**src/rtl/mask_chunk_seq_pkg.sv**
```systemverilog
// Shared types and helpers for the mask chunk sequencer: SEW encodings,
// elements-per-beat helper and the sequencer state enum.
package mask_chunk_seq_pkg;

    localparam logic [1:0] SEW_E8  = 2'b00;
    localparam logic [1:0] SEW_E16 = 2'b01;
    localparam logic [1:0] SEW_E32 = 2'b10;
    localparam logic [1:0] SEW_E64 = 2'b11;

    typedef enum logic [2:0] {
        IDLE  = 3'd0,
        ZERO  = 3'd1,
        FETCH = 3'd2,
        WAIT  = 3'd3,
        EMIT  = 3'd4
    } state_e;

    // Mask elements carried by one beat of beat_bytes bytes at the given SEW.
    function automatic int unsigned epb(input int unsigned beat_bytes, input logic [1:0] sew);
        case (sew)
            SEW_E8:  return beat_bytes;
            SEW_E16: return beat_bytes >> 1;
            SEW_E32: return beat_bytes >> 2;
            SEW_E64: return beat_bytes >> 3;
            default: return beat_bytes;
        endcase
    endfunction

endpackage

```
**src/rtl/mask_chunk_seq_expand.sv**
```systemverilog
// Combinational beat former: widens each mask bit of the current slice to its
// element's bytes and zeroes every element at or beyond vl.
module mask_beat_expand #(
    parameter int BEAT_BYTES = 8,
    parameter int EW         = 13,
    parameter int VL_WIDTH   = 12,
    parameter int SEW_WIDTH  = 2
) (
    input  logic [BEAT_BYTES-1:0] slice_i,
    input  logic [EW-1:0]         elem_base_i,
    input  logic [VL_WIDTH-1:0]   vl_i,
    input  logic [SEW_WIDTH-1:0]  sew_i,
    output logic [BEAT_BYTES-1:0] m0_o
);

    localparam int IW = (BEAT_BYTES > 1) ? $clog2(BEAT_BYTES) : 1;

    genvar gi;
    generate
        for (gi = 0; gi < BEAT_BYTES; gi++) begin : g_byte
            logic [IW-1:0] elem_off;
            // Byte gi belongs to element gi >> sew within this beat.
            assign elem_off = IW'(gi) >> sew_i;
            assign m0_o[gi] = slice_i[elem_off] & ((elem_base_i + EW'(elem_off)) < EW'(vl_i));
        end
    endgenerate

endmodule

```
**src/rtl/mask_chunk_seq.sv**
```systemverilog
// Mask chunk sequencer: fetches packed mask words and emits one byte-mask beat
// per cycle. Optional macro MASK_CHUNK_SEQ_VM_EN adds cmd_vm (unmasked mode).
module mask_chunk_seq
    import mask_chunk_seq_pkg::*;
#(
    parameter int REQ_DATA_WIDTH = 64,
    parameter int REQ_ADDR_WIDTH = 32,
    parameter int SEW_WIDTH      = 2,
    parameter int VL_WIDTH       = 12
) (
    input  logic                        clk,
    input  logic                        rst,
    input  logic                        cmd_valid,
    output logic                        cmd_ready,
    input  logic [VL_WIDTH-1:0]         cmd_vl,
    input  logic [SEW_WIDTH-1:0]        cmd_sew,
    input  logic [REQ_ADDR_WIDTH-1:0]   cmd_mask_addr,
    input  logic [REQ_ADDR_WIDTH-1:0]   cmd_dst_addr,
`ifdef MASK_CHUNK_SEQ_VM_EN
    input  logic                        cmd_vm,
`endif
    output logic                        rd_req,
    output logic [REQ_ADDR_WIDTH-1:0]   rd_addr,
    input  logic                        rd_valid,
    input  logic [REQ_DATA_WIDTH-1:0]   rd_data,
    output logic [REQ_DATA_WIDTH/8-1:0] out_m0,
    output logic                        out_valid,
    output logic [SEW_WIDTH-1:0]        out_sew,
    output logic                        out_start,
    output logic                        out_end,
    output logic [REQ_ADDR_WIDTH-1:0]   out_addr,
    output logic                        busy
);

    localparam int BB = REQ_DATA_WIDTH / 8;
    localparam int PW = $clog2(REQ_DATA_WIDTH) + 1;
    localparam int EW = VL_WIDTH + 1;

    state_e                      state_q;
    logic [VL_WIDTH-1:0]         vl_q;
    logic [VL_WIDTH-1:0]         word_idx_q;
    logic [SEW_WIDTH-1:0]        sew_q;
    logic [REQ_ADDR_WIDTH-1:0]   mask_addr_q;
    logic [REQ_ADDR_WIDTH-1:0]   rd_addr_q;
    logic [REQ_ADDR_WIDTH-1:0]   out_addr_q;
    logic [EW-1:0]               elem_base_q;
    logic [PW-1:0]               bit_ptr_q;
    logic [REQ_DATA_WIDTH-1:0]   buf_q;
    logic                        vm_q;
    logic                        rd_req_q;
    logic                        out_valid_q;
    logic                        out_start_q;
    logic                        out_end_q;
    logic [BB-1:0]               out_m0_q;

    logic                        cmd_vm_d;
    logic [EW-1:0]               epb_d;
    logic [EW-1:0]               elem_next_d;
    logic [PW-1:0]               bit_next_d;
    logic [VL_WIDTH-1:0]         word_next_d;
    logic                        last_d;
    logic                        word_done_d;
    logic [BB-1:0]               slice_d;
    logic [BB-1:0]               beat_m0_d;

`ifdef MASK_CHUNK_SEQ_VM_EN
    assign cmd_vm_d = cmd_vm;
`else
    assign cmd_vm_d = 1'b0;
`endif

    assign epb_d       = EW'(epb(BB, sew_q));
    assign elem_next_d = elem_base_q + epb_d;
    assign bit_next_d  = bit_ptr_q + PW'(epb_d);
    assign word_next_d = word_idx_q + 1'b1;
    assign last_d      = elem_next_d >= EW'(vl_q);
    assign word_done_d = bit_next_d == PW'(REQ_DATA_WIDTH);
    assign slice_d     = BB'(buf_q >> bit_ptr_q);

    mask_beat_expand #(
        .BEAT_BYTES (BB),
        .EW         (EW),
        .VL_WIDTH   (VL_WIDTH),
        .SEW_WIDTH  (SEW_WIDTH)
    ) u_expand (
        .slice_i     (slice_d),
        .elem_base_i (elem_base_q),
        .vl_i        (vl_q),
        .sew_i       (sew_q),
        .m0_o        (beat_m0_d)
    );

    always_ff @(posedge clk) begin
        if (rst) begin
            state_q     <= IDLE;
            vl_q        <= '0;
            word_idx_q  <= '0;
            sew_q       <= '0;
            mask_addr_q <= '0;
            rd_addr_q   <= '0;
            out_addr_q  <= '0;
            elem_base_q <= '0;
            bit_ptr_q   <= '0;
            buf_q       <= '0;
            vm_q        <= 1'b0;
            rd_req_q    <= 1'b0;
            out_valid_q <= 1'b0;
            out_start_q <= 1'b0;
            out_end_q   <= 1'b0;
            out_m0_q    <= '0;
        end else begin
            rd_req_q    <= 1'b0;
            out_valid_q <= 1'b0;
            out_start_q <= 1'b0;
            out_end_q   <= 1'b0;
            out_m0_q    <= '0;
            case (state_q)
                IDLE: begin
                    if (cmd_valid) begin
                        vl_q        <= cmd_vl;
                        sew_q       <= cmd_sew;
                        mask_addr_q <= cmd_mask_addr;
                        out_addr_q  <= cmd_dst_addr;
                        vm_q        <= cmd_vm_d;
                        elem_base_q <= '0;
                        bit_ptr_q   <= '0;
                        word_idx_q  <= '0;
                        if (cmd_vl == '0) begin
                            state_q <= ZERO;
                        end else if (cmd_vm_d) begin
                            buf_q   <= '1;
                            state_q <= EMIT;
                        end else begin
                            state_q   <= FETCH;
                            rd_req_q  <= 1'b1;
                            rd_addr_q <= cmd_mask_addr;
                        end
                    end
                end
                ZERO: begin
                    out_valid_q <= 1'b1;
                    out_start_q <= 1'b1;
                    out_end_q   <= 1'b1;
                    state_q     <= IDLE;
                end
                FETCH: state_q <= WAIT;
                WAIT: begin
                    if (rd_valid) begin
                        buf_q   <= rd_data;
                        state_q <= EMIT;
                    end
                end
                EMIT: begin
                    out_valid_q <= 1'b1;
                    out_m0_q    <= beat_m0_d;
                    out_start_q <= (elem_base_q == '0);
                    out_end_q   <= last_d;
                    elem_base_q <= elem_next_d;
                    bit_ptr_q   <= bit_next_d;
                    if (last_d) begin
                        state_q <= IDLE;
                    end else if (word_done_d) begin
                        // Word exhausted: unmasked mode keeps streaming ones.
                        bit_ptr_q  <= '0;
                        word_idx_q <= word_next_d;
                        if (!vm_q) begin
                            state_q   <= FETCH;
                            rd_req_q  <= 1'b1;
                            rd_addr_q <= mask_addr_q
                                       + REQ_ADDR_WIDTH'(word_next_d) * REQ_ADDR_WIDTH'(BB);
                        end
                    end
                end
                default: state_q <= IDLE;
            endcase
        end
    end

    assign cmd_ready = (state_q == IDLE);
    assign busy      = (state_q != IDLE);
    assign rd_req    = rd_req_q;
    assign rd_addr   = rd_addr_q;
    assign out_valid = out_valid_q;
    assign out_m0    = out_m0_q;
    assign out_start = out_start_q;
    assign out_end   = out_end_q;
    assign out_sew   = sew_q;
    assign out_addr  = out_addr_q;

endmodule

```
**config.mk**
```make
export PLATFORM = sky130hd
export DESIGN_NAME = mask_chunk_seq
export DESIGN_NICKNAME = d
export VERILOG_FILES = /design/src/rtl/mask_chunk_seq_pkg.sv /design/src/rtl/mask_chunk_seq_expand.sv /design/src/rtl/mask_chunk_seq.sv
export SDC_FILE = /design/constraint.sdc
export NUM_CORES = 1
export LEC_CHECK = 0
export ABC_AREA = 0
export CORE_AREA = 2 2 243 245
export DETAILED_ROUTE_END_ITERATION = 6
export DIE_AREA = 0 0 245 247
export HOLD_SLACK_MARGIN = 0.03
export RECOVER_POWER = 25
export SYNTH_ARGS = -nofsm -noshare
export SYNTH_HDL_FRONTEND = slang
export SYNTH_SLANG_ARGS = --single-unit
```
**constraint.sdc**
```tcl
create_clock -name clk -period 4.88 [get_ports clk]
set_input_delay 0.976 -clock clk [delete_from_list [all_inputs] [get_ports clk]]
set_output_delay 0.976 -clock clk [all_outputs]
set_load 0.02 [all_outputs]
```
==> results of run 1 <==
-- final cells by class --
type	count	area (µm²)	area share
repair buffers	275	2630	0.129
multi-input cells	1611	11400	0.556
well taps	773	967	0.0473
flip-flops and latches	221	4440	0.217
inverters	44	165	0.00807
clock inverters	12	154	0.00752
clock buffers	35	736	0.0360
diodes	1	2.50	0.000122
-- worst max-delay path, stage by stage, from the launching register on --
cell and delay [ps]:
sky130_fd_sc_hd__dfxtp_2 390, sky130_fd_sc_hd__ha_1 220, sky130_fd_sc_hd__ha_1 210, sky130_fd_sc_hd__nor2b_1 140, sky130_fd_sc_hd__o21ai_0 120, sky130_fd_sc_hd__a21oi_1 240
sky130_fd_sc_hd__o221ai_1 180, sky130_fd_sc_hd__a21oi_1 270, sky130_fd_sc_hd__nand4_1 220, sky130_fd_sc_hd__nor2_1 190, sky130_fd_sc_hd__xor2_1 210, sky130_fd_sc_hd__ha_1 200
sky130_fd_sc_hd__nor2_1 40, sky130_fd_sc_hd__mux2_2 310, sky130_fd_sc_hd__and3_1 210, sky130_fd_sc_hd__a21boi_2 710, sky130_fd_sc_hd__buf_4 300, sky130_fd_sc_hd__nand2_1 60
sky130_fd_sc_hd__a21oi_1 140
-- stage by stage --
stage                     instance area, µm²  instances  total power (µW)
after global placement                 19500       2921              3420
final                                  20500       2972              5470
after CTS                              20400       2968              5530
after global routing                   20500       2971              5760
after floorplan                        16600       2008              2880
after detailed placement               19500       2921              3440
-- report_power, final --
group	total (µW)	switching, µW	internal, µW
logic	1400	792	605
clock network	2050	836	1220
registers	2020	99.9	1920
-- routing by layer --
metal	wire length [µm]	up-vias
met5	75	-
met1	24300	7649
met4	1210	10
li1	-	7562
met2	26700	444
met3	3390	83
-- repair_timing --
action	CTS	global route
setup endpoints to repair	0	33
resized for setup	0	6
buffers inserted	0	3
-- cells in the mapped netlist (13+ instances only) --
cell type	count	area share
sky130_fd_sc_hd__ha_1	138	0.10
sky130_fd_sc_hd__a21oi_1	234	0.071
sky130_fd_sc_hd__o21ai_0	59	0.018
sky130_fd_sc_hd__dfxtp_1	221	0.27
sky130_fd_sc_hd__buf_1	17	0.0038
sky130_fd_sc_hd__mux2i_1	39	0.024
sky130_fd_sc_hd__nand2_1	421	0.095
sky130_fd_sc_hd__mux4_2	52	0.071
sky130_fd_sc_hd__xnor2_1	67	0.035
sky130_fd_sc_hd__nor2b_1	19	0.0072
sky130_fd_sc_hd__buf_4	14	0.0063
sky130_fd_sc_hd__a211oi_1	23	0.010
sky130_fd_sc_hd__nor2_1	104	0.024
sky130_fd_sc_hd__nor4_1	13	0.0049
sky130_fd_sc_hd__clkbuf_1	75	0.017
sky130_fd_sc_hd__nor3_1	27	0.0081
sky130_fd_sc_hd__o211ai_1	23	0.010
sky130_fd_sc_hd__a21o_1	44	0.020
sky130_fd_sc_hd__buf_2	18	0.0054
sky130_fd_sc_hd__nand3_1	41	0.012
sky130_fd_sc_hd__nand2b_1	22	0.0083
sky130_fd_sc_hd__xor2_1	55	0.029
sky130_fd_sc_hd__o22ai_1	13	0.0049
sky130_fd_sc_hd__inv_1	40	0.0090
sky130_fd_sc_hd__mux4_1	14	0.022
sky130_fd_sc_hd__and3_1	13	0.0049
-- flip-flops by register name, indices dropped and copies added (netlist names) --
signal	flops
out_sew	2
out_m0	8
out_start	1
out_addr	32
out_end	1
vl_q	12
rd_addr	32
out_valid	1
bit_ptr_q	7
state_q	3
buf_q	64
elem_base_q	13
rd_req	1
mask_addr_q	32
word_idx_q	12
-- cell families after synthesis --
family / share of synthesized area
AOI/OAI and AO/OA: 0.195
xor gates and xnor gates: 0.0644
adders and majority gates: 0.113
buffers and inverters: 0.0492
DFF: 0.267
muxes: 0.123
and+or+nand+nor: 0.189
-- path summary, 6_finish.rpt --
| kind | start | to | slack [ps] | cells past startpoint |
|---|---|---|---|---|
| worst max-delay path | out_sew[0] | rd_addr[19] | 410 | 18 |
| worst min-delay path | out_addr[21] | out_addr[21] | 450 | 2 |
| worst max register to register | out_sew[0] | rd_addr[19] | 410 | 18 |
| worst min register to register | out_addr[21] | out_addr[21] | 450 | 2 |
-- cells in the final DEF, fill, tap and decap left out, types with 7 or more instances in the layout --
cell type,Yosys,layout
sky130_fd_sc_hd__nor2_1,104,104
sky130_fd_sc_hd__a22o_1,10,10
sky130_fd_sc_hd__and4_1,7,7
sky130_fd_sc_hd__a21oi_1,234,234
sky130_fd_sc_hd__dfxtp_1,221,216
sky130_fd_sc_hd__inv_1,40,40
sky130_fd_sc_hd__nor3_1,27,27
sky130_fd_sc_hd__mux4_1,14,14
sky130_fd_sc_hd__mux4_2,52,52
sky130_fd_sc_hd__mux2i_1,39,39
sky130_fd_sc_hd__a211o_1,10,10
sky130_fd_sc_hd__a311oi_1,11,11
sky130_fd_sc_hd__a21o_1,44,44
sky130_fd_sc_hd__mux2_2,10,10
sky130_fd_sc_hd__nor2b_1,19,19
sky130_fd_sc_hd__xnor2_1,67,67
sky130_fd_sc_hd__and3_1,13,13
sky130_fd_sc_hd__nand2b_1,22,22
sky130_fd_sc_hd__fa_1,7,7
sky130_fd_sc_hd__a2111oi_0,9,8
sky130_fd_sc_hd__nand3_1,41,40
sky130_fd_sc_hd__buf_4,14,47
sky130_fd_sc_hd__o221ai_1,8,8
sky130_fd_sc_hd__clkbuf_16,0,27
sky130_fd_sc_hd__nand4_1,11,11
sky130_fd_sc_hd__xor2_1,55,55
sky130_fd_sc_hd__o21ai_0,59,59
sky130_fd_sc_hd__clkdlybuf4s50_1,0,223
sky130_fd_sc_hd__o211ai_1,23,23
sky130_fd_sc_hd__ha_1,138,138
sky130_fd_sc_hd__o22ai_1,13,13
sky130_fd_sc_hd__o2111ai_1,7,7
sky130_fd_sc_hd__nand2_1,421,421
sky130_fd_sc_hd__a211oi_1,23,23
sky130_fd_sc_hd__nor4_1,13,13
sky130_fd_sc_hd__o21a_1,7,7
==> flow_summary.ini, run 1 <==
[sta]
fin_worst_hold_slack_ps = 451
finalWorstSetupSlack_ps = 412
final_period_minus_worst_setup_slack_ps = 4470
timing_max_transition_violations_final = 0
hold_violations = 0
max_clock_freq_mhz = 224
finalSetupViolCount = 0
finalSetupTns_ps = 0
worstMarginPinSlew_ps = 1380
clock_skew_ps = 11.9
timing.slew.headroom = 0.0789
unrepaired_setup_endpoints_after_global_routing = no
post-route-period-util = 0.916

[floorplan]
fp.dieH_um = 247
ioPinCount = 226
floorplan.initialDensity = 0.285
rows = 89
chipWidth_um = 245
fp.dieArea_um2 = 60500
placeable_area_um2 = 58200

[global_route]
global_route_wire_length_before_repair_mm = 88.5
met2_usage_grt = 0.312
global_route.usage.met3 = 0.0347
global_route.usage.total = 0.181
grt_start_max_net_pins = 78
groute.layer.met1.usage = 0.232
grt_antenna_before_repair = 7
grt_pass1_vias = 15800
grt-busiest-layer = met2
grt_overflow_total = 0

[finish]
synthToLayoutAreaGrowth_pct = 23.3
final_layout_size_suffix_gt1_frac = 0.0814
fin_nets = 2470
nFillCells = 5961
post-route-util = 0.351

[route]
first_iter_violations = 1134
routed_wire_length_per_instance_um = 18.7
antenna_left = 0
drt_pre_antenna_iters = 6
drt-total-wl_mm = 55.7
avgViaCountPerCell = 5.30
routed-via-count = 15700
drc = 0

[critical_path]
worst-endpoint-required_ps = 5350
critical_path_class = register to register
cp_max_fo = 17
cp-start-kind = register
crit_path_end_kind = register
crit_arrival_ps = 4940

[place]
portBuffers = 225
place_congestion = 0.913
place_worst_setup_slack_ps = 314
hpwlAfterDp_mm = 41.6

[yosys]
postSynthRegisterBits = 221
postSynthCellCount = 2008
synth-edff-count = 0
synth_cell_types = 80
syn_avg_cell_area_um2 = 8.26
synth-warning-count = 0
most_used_dff_post_synth = sky130_fd_sc_hd__dfxtp_1
synth-async-reset-ratio = 0
synth.yosys.seq_area_share = 0.267
net_count_of_the_mapped_netlist = 2299
post_synth_instance_area_um2 = 16600

[flow_run]
maxCapViolCount = 0

[clock_network]
clk-insertion-delay-late_ps = 550
cts_tree = yes
cts_root_buf = sky130_fd_sc_hd__clkbuf_16
cts.path.max_buffers = 3
ctsHtreeMaxLevel = 1
tritoncts_num_sinks = 221
clkSlewWorstSetupHoldPaths_ps = 60
cts_made_buffers = 26
post_cts_hold_fix_bufs = 0

[worst_hold_path]
timing.hold.worst.class = register to register

[power]
power.density_cell_area_nw_per_um2 = 267
vdd.ir_drop.worst_mv = 0.250
total_leakage_power_uw = 0.00757

[run_status]
outcome = finished clean
Power figures use the tool's default switching activity.
==> run 2: changes to the inputs <==
--- a/config.mk
+++ b/config.mk
@@ -7,6 +7,7 @@
 export LEC_CHECK = 0
 export ABC_AREA = 0
 export CORE_AREA = 2 2 243 245
+export CTS_CLUSTER_DIAMETER = 120
 export DETAILED_ROUTE_END_ITERATION = 6
 export DIE_AREA = 0 0 245 247
 export HOLD_SLACK_MARGIN = 0.03
==> flow_summary.ini, run 2 (same netlist as run 1, synthesis figures left out) <==
[sta]
unrepaired_setup_endpoints_after_global_routing = no
timing_max_transition_violations_final = 0
max_clock_freq_mhz = 225
finalSetupViolCount = 0
finalSetupTns_ps = 0
post-route-period-util = 0.911
hold_violations = 0
worstMarginPinSlew_ps = 1370
timing.slew.headroom = 0.0812
clock_skew_ps = 33.0
final_period_minus_worst_setup_slack_ps = 4450

[floorplan]
fp.dieArea_um2 = 60500
ioPinCount = 226
fp.dieH_um = 247
chipWidth_um = 245
floorplan.initialDensity = 0.285
placeable_area_um2 = 58200
rows = 89

[finish]
final_layout_size_suffix_gt1_frac = 0.0814
nFillCells = 5966
largest_register_by_flop_count = buf_q
mostFrequentLayoutCell = sky130_fd_sc_hd__nand2_1
postLayoutCellArea_um2 = 20400
most-common-layout-cells = sky130_fd_sc_hd__nand2_1, sky130_fd_sc_hd__a21oi_1, sky130_fd_sc_hd__clkdlybuf4s50_1
post-route-util = 0.351
fin_nets = 2470
largest_register_ffs = 64
synthToLayoutAreaGrowth_pct = 23.2

[clock_network]
post_cts_hold_fix_bufs = 0
ctsHtreeMaxLevel = 1
cts.path.max_buffers = 3
tritoncts_num_sinks = 221
clkSlewWorstSetupHoldPaths_ps = 60
cts_tree = yes
cts_made_buffers = 26
clk-insertion-delay-late_ps = 570
cts_root_buf = sky130_fd_sc_hd__clkbuf_16

[route]
avgViaCountPerCell = 5.28
antenna_left = 0
drt-total-wl_mm = 55.5
routed-via-count = 15700
first_iter_violations = 1183
drc = 0
drt_pre_antenna_iters = 5
routed_wire_length_per_instance_um = 18.7

[critical_path]
cp-start-kind = register
cp.buffers_inverters = 1
delay_heaviest_family_cp = compound AO/OA/AOI/OAI gates
crit-reg2reg-launch = out_sew[0]
timing.critical_path.slowest_cell_delay_ps = 730
startpoint = out_sew[0]
cp_max_fo = 17
worst-endpoint-required_ps = 5370
setup.reg_to_reg.worst_slack_ps = 430
crit_chain = ha_1 > ha_1 > nor2b_1 > o21ai_0 > a21oi_1 > o221ai_1 > a21oi_1 > nand4_1 > nor2_1 > xor2_1 > ha_1 > nor2_1 > mux2_2 > and3_1 > a21boi_2 > buf_4 > nand2_1 > a21oi_1
crit_path_top_delay_cell = sky130_fd_sc_hd__a21boi_2
critical_path_class = register to register
crit_path_end_kind = register
critical_path.reg2reg.endpoint = rd_addr[19]
worst_r2r_path_depth = 18
crit_arrival_ps = 4930

[global_route]
global_route.usage.total = 0.181
grt_antenna_before_repair = 7
grt_start_max_net_pins = 78
global_route_wire_length_before_repair_mm = 88.4
grt_overflow_total = 0
grt_pass1_vias = 15800

[place]
hpwlAfterDp_mm = 41.6
place_congestion = 0.913
post_dp_cell_area_um2 = 19500
portBuffers = 225

[power]
vdd.ir_drop.worst_mv = 0.255
total_leakage_power_uw = 0.00756
power.density_cell_area_nw_per_um2 = 266
design_power_total_uw = 5440

[worst_hold_path]
timing.hold.worst.class = register to register
worst_hold_path.num_cells = 2
holdCritStartpoint = out_addr[21]
holdPathEnd = out_addr[21]

[run_status]
outcome = finished clean

[flow_run]
maxCapViolCount = 0
## run 2: changes by cell type in the layout (fill, tap and decap cells not counted)
| cell | before | now |
|---|---|---|
| sky130_fd_sc_hd__clkbuf_16 | 27 | 26 |
| sky130_fd_sc_hd__clkinv_8 | 0 | 1 |
| sky130_fd_sc_hd__o21ai_2 | 0 | 1 |
| sky130_fd_sc_hd__o21ai_4 | 1 | 0 |
## run 2: metal layers
layer,share of wire,GRT usage
met1,0.44,0.231
met4,0.020,0.0472
met2,0.48,0.313
met3,0.061,0.0336
met5,0.0014,0
## run 2: cell type report
cell class              instances  area [µm²]  share of cell area
clock inverters                13         170             0.00832
clock buffers                  34         711              0.0348
inverters                      44         165             0.00808
well taps                     773         967              0.0473
diodes                          1        2.50            0.000122
flip-flops and latches        221        4440               0.217
multi-input cells            1611       11400               0.556
repair buffers                275        2630               0.129
## run 2: metrics by stage
step	instances	setup slack, ps	hold WS, ps
after floorplan	2008	642	433
after global placement	2921	407	442
after detailed placement	2921	314	446
after CTS	2968	293	455
after global routing	2971	6.81	472
final	2972	434	451
## run 2: how the worst max path moves through the flow
| stage | to | slack (ps) | cells past startpoint |
|---|---|---|---|
| 5_1_grt | rd_addr[12] | 7 | 20 |
| 3_5_place_dp | rd_addr[12] | 310 | 19 |
| 2_1_floorplan | rd_addr[28] | 640 | 19 |
| 4_1_cts | rd_addr[12] | 290 | 19 |
| 6_report | rd_addr[19] | 430 | 18 |
| 3_3_place_gp | rd_addr[18] | 410 | 20 |
## run 2: tightest hold or removal path, cell delays in order (launching register included)
cell and delay, ps:
sky130_fd_sc_hd__dfxtp_1 310, sky130_fd_sc_hd__nand2_1 50, sky130_fd_sc_hd__a21oi_1 50
## run 2: repair_timing
item	4_1_cts	5_1_grt
endpoints found under the setup margin	0	32
resized for setup	0	5
buffers inserted	0	3
## run 2: report_power, final
part | switching [µW] | leakage (µW) | internal, µW
logic | 791 | 0.00534 | 605
clock network | 838 | 0.000423 | 1190
registers | 99.6 | 0.00180 | 1920
==> run 3: changes to the inputs <==
==> constraint.sdc (replaced) <==
create_clock -name clk -period 4.88 [get_ports clk]
set_input_delay 0.488 -clock clk [delete_from_list [all_inputs] [get_ports clk]]
set_output_delay 0.488 -clock clk [all_outputs]
set_load 0.02 [all_outputs]
==> flow_summary.ini, run 3 (same netlist as run 1, synthesis figures left out) <==
[global_route]
global_route.usage.total = 0.181
grt_antenna_before_repair = 10
grt_pass1_vias = 15900
grt_overflow_total = 0
global_route_wire_length_before_repair_mm = 88.2
grt_start_max_net_pins = 90

[sta]
final_period_minus_worst_setup_slack_ps = 4420
fin_worst_hold_slack_ps = 273
clock_skew_ps = 34.2
post-route-period-util = 0.905
worstMarginPinSlew_ps = 3730
finalSetupViolCount = 0
timing.slew.headroom = -1.48
hold_violations = 0
max_clock_freq_mhz = 226
unrepaired_setup_endpoints_after_global_routing = no
finalSetupTns_ps = 0
timing_max_transition_violations_final = 79

[finish]
largest_register_ffs = 64
nFillCells = 5959
postLayoutCellArea_um2 = 20500
fin_nets = 2464
finish.cell_count_without_fillers = 2968
most-common-layout-cells = sky130_fd_sc_hd__nand2_1, sky130_fd_sc_hd__a21oi_1, sky130_fd_sc_hd__dfxtp_1
synthToLayoutAreaGrowth_pct = 23.4
area.sequential_um2 = 4440
final_layout_size_suffix_gt1_frac = 0.0825
mostFrequentLayoutCell = sky130_fd_sc_hd__nand2_1
largest_register_by_flop_count = buf_q
area_of_combinational_cells_with_multiple_inputs_um2 = 11400

[critical_path]
setup.reg_to_reg.worst_slack_ps = 460
critical_path_class = register to register
cp-endpoint = word_idx_q[9]
crit_path_end_kind = register
crit_arrival_ps = 4900
worst_r2r_path_depth = 19
crit-reg2reg-launch = out_sew[0]
cp_max_fo = 9
startpoint = out_sew[0]
worst-endpoint-required_ps = 5360
cp-start-kind = register
critical_path.reg2reg.endpoint = word_idx_q[9]

[route]
routed-via-count = 15700
antenna_left = 0
routed_wire_length_per_instance_um = 18.8
drc = 0
first_iter_violations = 1096
drt_pre_antenna_iters = 5
avgViaCountPerCell = 5.29
drt-total-wl_mm = 55.8

[place]
hpwlAfterDp_mm = 41.3
post_dp_cell_area_um2 = 19500
place_congestion = 0.908
place.detailed.instances = 2914
portBuffers = 225

[floorplan]
floorplan.initialDensity = 0.285
fp.dieArea_um2 = 60500
placeable_area_um2 = 58200
rows = 89
chipWidth_um = 245
fp.dieH_um = 247
ioPinCount = 226

[clock_network]
cts_tree = yes
post_cts_hold_fix_bufs = 0
cts.path.max_buffers = 3
cts_made_buffers = 27
ctsHtreeMaxLevel = 1
cts_root_buf = sky130_fd_sc_hd__clkbuf_16
clkSlewWorstSetupHoldPaths_ps = 60
tritoncts_num_sinks = 221
clk-insertion-delay-late_ps = 590

[power]
cellInternalPower_uw = 3730
power.net_switching_uw = 1790
power.combinational.fraction = 0.251
power.density_cell_area_nw_per_um2 = 270
vdd.ir_drop.worst_mv = 0.261
power_frac_seq = 0.365
switching_share = 0.324
power_frac_clock = 0.383
total_leakage_power_uw = 0.00779

[flow_run]
maxCapViolCount = 1

[run_status]
violations_in_the_final_reports = max-capacitance violations, max-slew violations
outcome = complete, but fails checks

[worst_hold_path]
timing.hold.worst.class = input port to register
-- run 3: critical path, stage by stage (launching register included) --
cell and delay (ps):
sky130_fd_sc_hd__dfxtp_2 400, sky130_fd_sc_hd__inv_1 100, sky130_fd_sc_hd__ha_1 290, sky130_fd_sc_hd__xor2_1 180, sky130_fd_sc_hd__ha_1 200, sky130_fd_sc_hd__a21oi_1 200
sky130_fd_sc_hd__o21ai_0 150, sky130_fd_sc_hd__a21oi_2 340, sky130_fd_sc_hd__nor2_1 110, sky130_fd_sc_hd__xor2_1 200, sky130_fd_sc_hd__ha_1 280, sky130_fd_sc_hd__nor2b_1 130
sky130_fd_sc_hd__a2111oi_0 340, sky130_fd_sc_hd__o211ai_1 160, sky130_fd_sc_hd__nand3_1 130, sky130_fd_sc_hd__and3_1 230, sky130_fd_sc_hd__buf_4 200, sky130_fd_sc_hd__a21oi_1 150
sky130_fd_sc_hd__and2b_1 300, sky130_fd_sc_hd__o22a_1 200
-- run 3: timing repair --
action | 4_1_cts | 5_1_grt
setup buffers | 0 | 3
gates resized for setup | 0 | 7
setup endpoints to repair | 0 | 34
-- run 3: worst min path at each step --
stage | start | end | slack, ps | cells past startpoint
CTS | rst | rd_addr[5] | 240 | 2
finish | rst | vl_q[9] | 270 | 2
floorplan | buf_q[0] | buf_q[0] | 430 | 2
global placement | out_addr[6] | out_addr[6] | 440 | 2
global route | rst | mask_addr_q[8] | 280 | 2
detailed placement | vl_q[1] | vl_q[1] | 450 | 2
-- run 3: area by class of cell --
class                   instances  share of cell area
well taps                     773              0.0472
clock inverters                14             0.00752
clock buffers                  36              0.0376
inverters                      44             0.00807
repair buffers                268               0.127
multi-input cells            1611               0.556
flip-flops and latches        221               0.217
diodes                          1            0.000122
-- run 3: power by group through the flow --
stage                     clock network (µW)  logic, µW  registers, µW
after floorplan                            0        779           2100
after global placement                     0       1370           2050
after detailed placement                   0       1400           2060
after CTS                               2170       1400           2020
after global routing                    2240       1520           2030
final                                   2120       1390           2020
-- run 3: routing by layer --
metal,track usage,vias up,share of wire
li1,-,7560,-
met1,0.232,7577,0.44
met2,0.311,458,0.48
met3,0.0330,90,0.061
met4,0.0475,18,0.022
met5,0,-,0.0023
-- run 3: through the flow --
step	utilization	power [µW]	setup WS [ps]
finish	0.352	5520	461
global route	0.352	5800	9.49
CTS	0.351	5600	244
detailed placement	0.335	3450	319
global placement	0.335	3430	409
floorplan	-	2880	642
